==> src/rtl/rf_clock_gate_bank_if.sv <==
// Enable/address bundle into the register-file clock-gate bank and the gated clocks it returns.
// master drives the write request; slave is the gate bank.
interface rf_clock_gate_bank_if #(
  parameter int unsigned AddrWidth = 5
);
  localparam int unsigned NumWords = 2 ** AddrWidth;

  logic                 test_en_i;
  logic                 en_i;
  logic [AddrWidth-1:0] addr_i;
  logic                 en0_i;
  logic                 clk_global_o;
  logic [NumWords-1:0]  clk_o;

  modport master (
    output test_en_i, en_i, addr_i, en0_i,
    input  clk_global_o, clk_o
  );

  modport slave (
    input  test_en_i, en_i, addr_i, en0_i,
    output clk_global_o, clk_o
  );
endinterface

==> src/rtl/rf_clock_gate_bank.sv <==
// Latch-based ICG bank: one global gate on clk_i feeding one word gate per register-file word.
// Every enable latch is transparent while its input clock is low, so the gated pulses cannot glitch.
module rf_clock_gate_bank #(
  parameter int unsigned AddrWidth = 5,
  parameter bit          HasWord0  = 1'b0
) (
  input logic                 clk_i,
  input logic                 rst_i,
  rf_clock_gate_bank_if.slave bus
);
  localparam int unsigned NumWords = 2 ** AddrWidth;

  logic                glob_en_d;
  logic                glob_en_q;
  logic                clk_global;
  logic [NumWords-1:0] word_en_d;
  logic [NumWords-1:0] word_en_q;

  assign glob_en_d = bus.en_i | bus.test_en_i;

  always_latch begin
    if (rst_i) begin
      glob_en_q <= 1'b0;
    end else if (!clk_i) begin
      glob_en_q <= glob_en_d;
    end
  end

  assign clk_global = clk_i & glob_en_q;

  always_comb begin
    word_en_d = '0;
    for (int unsigned k = 1; k < NumWords; k++) begin
      word_en_d[k] = (bus.en_i && (bus.addr_i == AddrWidth'(k))) || bus.test_en_i;
    end
    // Word 0 is qualified only by the dummy-write enable; the address is not compared.
    if (HasWord0) begin
      word_en_d[0] = (bus.en_i & bus.en0_i) | bus.test_en_i;
    end
  end

  // clk_global is low whenever clk_i is low, so these latches sample in the same low phase.
  always_latch begin
    if (rst_i) begin
      word_en_q <= '0;
    end else if (!clk_global) begin
      word_en_q <= word_en_d;
    end
  end

  assign bus.clk_global_o = clk_global;
  assign bus.clk_o        = {NumWords{clk_global}} & word_en_q;
endmodule

==> src/flat_wrapper.sv <==
// flat-port wrapper written by rule: the top's interface ports become plain ports
module rf_clock_gate_bank_flat 
#(
  parameter int unsigned AddrWidth = 5,
  parameter bit          HasWord0  = 1'b0
)
  (clk_i, rst_i, bus_test_en_i, bus_en_i, bus_addr_i, bus_en0_i, bus_clk_global_o, bus_clk_o);
  rf_clock_gate_bank_if #(.AddrWidth(AddrWidth)) bus_i ();
  input logic clk_i;
  input logic rst_i;
  input wire logic [$bits(bus_i.test_en_i)-1:0] bus_test_en_i;
  input wire logic [$bits(bus_i.en_i)-1:0] bus_en_i;
  input wire logic [$bits(bus_i.addr_i)-1:0] bus_addr_i;
  input wire logic [$bits(bus_i.en0_i)-1:0] bus_en0_i;
  output wire logic [$bits(bus_i.clk_global_o)-1:0] bus_clk_global_o;
  output wire logic [$bits(bus_i.clk_o)-1:0] bus_clk_o;
  assign bus_i.test_en_i = bus_test_en_i;
  assign bus_i.en_i = bus_en_i;
  assign bus_i.addr_i = bus_addr_i;
  assign bus_i.en0_i = bus_en0_i;
  assign bus_clk_global_o = bus_i.clk_global_o;
  assign bus_clk_o = bus_i.clk_o;
  rf_clock_gate_bank #(.AddrWidth(AddrWidth), .HasWord0(HasWord0)) u_core (.clk_i(clk_i), .rst_i(rst_i), .bus(bus_i));
endmodule
==> config.mk <==
export PLATFORM = sky130hd
export DESIGN_NAME = rf_clock_gate_bank_flat
export DESIGN_NICKNAME = d
export VERILOG_FILES = /design/src/rtl/rf_clock_gate_bank_if.sv /design/src/rtl/rf_clock_gate_bank.sv /design/src/flat_wrapper.sv
export SDC_FILE = /design/constraint.sdc
export NUM_CORES = 1
export LEC_CHECK = 0
export ABC_CLOCK_PERIOD_IN_PS = 800
export BUFFER_PORTS_ARGS = -buffer_cell sky130_fd_sc_hd__buf_2
export CORE_MARGIN = 4
export CORE_UTILIZATION = 45
export CTS_CLUSTER_SIZE = 8
export DETAILED_ROUTE_END_ITERATION = 10
export MAX_ROUTING_LAYER = met4
export PLACE_DENSITY = 0.75
export RECOVER_POWER = 25
export SLEW_MARGIN = 20
export SYNTH_ARGS = -nofsm -noshare
export SYNTH_HDL_FRONTEND = slang
export SYNTH_SLANG_ARGS = --single-unit
==> constraint.sdc <==
create_clock -name vclk -period 0.8
set_input_delay 0.16 -clock vclk [all_inputs]
set_output_delay 0.16 -clock vclk [all_outputs]
set_load 0.01 [all_outputs]
# Word-level counts from Yosys, hierarchy flattened
# Cells that the tools add are included.
# classes
n_addsub	0
mul	0
div	0
order_cmp	0
eq_ne	31
shifts	0
muxes	8
bitwise_logic	3
n_reduce_logical	62
# op_table
operator	count
$mux 32	4
$eq 5x5->1 const B	16
$eq 5x4->1 const B	8
$and 32x32->32	1
$logic_and 1x1->1	31
$logic_or 1x1->1	31
$eq 5x3->1 const B	4
$eq 5x2->1 const B	2
$eq 5x1->1 const B	1
$mux 1	4
$and 1x1->1	1
$or 1x1->1	1
# totals
regBits	0
latchBits	33
ram_bits	0
rom_bits	0
inputBits	10
output_inout_bits	33
word_cells	137
memories	0

# Depth between registers and ports, before layout
# logic_depth
ltp_word	5
ltp_mapped	3
ltp_nobuf	2

==> run metrics <==
Seq pwr share 0.366; register pins left without a clock 32; vias per cell 5.26; largest net degree at the start of global routing 34; Fmax 1.32 GHz; First-pass DRT Iterations 4; detailed placement HPWL 1620 um; CP Class in -> out; Clock power frac 0; Psw 0.000196 W; Final Instance Count excl. Fillers 183; period utilization 0.950; min setup slack post-route 0.0400 ns; RSZ-0062 raised after global routing no; transition time of the tightest slew-check pin approximately 0.90 ns; Synth warnings 0; drt drc 0; dpl cells 183; Cells after Synth 126; Switching Share 0.444; CTS Hold Bufs 0; crit-path max FO 33; cell taking the most area after synthesis dlxtp_1; status completed; peak supply drop 0.000285 V; wire per inst about 12 um; final WL 2250 um; Initial Utilization 0.475; ANT cells 0; Total GRT Usage 0.153; Area contributors post-synth dlxtp_1 (46%), and3_1 (18%), o21ai_1 (8.1%), o21ai_0 (5.2%), nand4bb_1 (3.2%); Max Cap Violations 0; Setup Viol. Count Final 0; most frequent cells in the layout buf_2 (33), dlxtp_1 (32), and3_1 (31); Area after DPL 1240 um^2; crit path DAT 0.60 ns; number of unconstrained endpoints 32; final hold vios 0; Via Count 962; critical path required time ~0.64 ns; vias in the first global route about 950; post-route ant nets 0; Synth Net Count approximately 140; synthesized cell area 1050 um^2; Yosys cell types 19; LEAKAGE 0.713 nW; Util after Layout 0.566; chip height 56.3 um; share of cells above drive strength 1 0.290; starting DRC count in detailed routing 5; GPL Wtd Cong 0.821; first-pass GRT wire length approximately 4200 um; CP startpoint kind primary input; Synth Register Bits 32; GR Overflow Total 0; initial antenna violation count 0; Die Width between 50 and 60 um; Power Internal 0.000245 W; Finished Cell Area 1250 um^2; Core ar. 2210 um^2; total negative slack 0 ns; worst hold path type in -> out; Slew HR 0.399; PD cells between 300 and 400 nW/um^2; most common cell after layout, fill and taps aside buf_2; synthesized area per cell 8.33 um^2; Yosys top cell area share 0.458; IO Port Bufs 41; Syn-to-layout area delta 19.2%; CP endpoint kind primary output; Comb pwr share 0.634; Ports 43; die footprint approximately 3200 um^2; Filler Cells Inserted between 200 and 250; DP Worst Slack -0.199 ns; Slew Limit Fails 0; Final min period 0.760 ns; Layout Nets roughly 170; Rows 17
worst max-delay path, stage by stage:
cell and delay [ns]:
buf_12 0.13, and3_1 0.15, clkbuf_1 0.15
path summary, 6_finish.rpt:
kind                   from          endpoint  depth (start not counted)
worst max-delay path  clk_i     bus_clk_o[21]                          3
worst min-delay path  clk_i  bus_clk_global_o                          3
synthesized netlist by cell type:
master     count
dlxtp_1       32
and3_1        31
o21ai_1       17
o21ai_0       11
clkbuf_1       7
buf_2          4
nand2b_1       3
nand4b_1       3
nand4bb_1      3
o21ai_2        3
buf_4          2
nor2_1         2
or3b_1         2
and2_1         1
conb_1         1
nand3b_1       1
nand4_1        1
or3_1          1
or4b_4         1
cell families (layout without fill, tap and decap cells):
group / count (synthesis) / in the layout / share of synthesized area
compound gates: 31 / 31 / 0.159
buf+inv: 13 / 42 / 0.0584
latches: 32 / 32 / 0.458
other cells: 1 / 1 / 0.00357
simple gates: 49 / 49 / 0.322
power by group through the flow:
stage	clock network [W]	logic, W	registers (W)
CTS	0	0.000278	0.000162
global route	0	0.000319	0.000174
finish	0	0.000280	0.000162
global placement	0	0.000263	0.000158
detailed placement	0	0.000271	0.000161
floorplan	0	0.000190	0.000141
layout make-up:
class | count | area [um^2] | share of cell area
Multi-Input combinational cell | 81 | 510 | 0.408
Timing Repair Buffer | 42 | 225 | 0.180
Tap cell | 28 | 35.0 | 0.0280
Sequential cell | 32 | 480 | 0.384
metrics by stage:
stage	hold slack (ns)	power, W
floorplan	0.486	0.000331
finish	0.720	0.000442
CTS	0.749	0.000440
detailed placement	0.897	0.000431
global route	0.752	0.000493
global placement	0.885	0.000421
metal layers:
metal	part of all wire	GRT usage
met5	0	-
met4	0	0
met3	0.046	0.00920
met2	0.49	0.279
met1	0.47	0.199
registers in the layout, indices dropped and copies added (netlist names):
name              cells
u_core.glob_en_q      1
u_core.word_en_q     31
repair_timing:
action,4_1_cts,5_1_grt
resized for setup,3,2
pin swaps,0,0
endpoints found under the setup margin,32,23
setup buffers,0,0
Power figures use the tool's default switching activity.
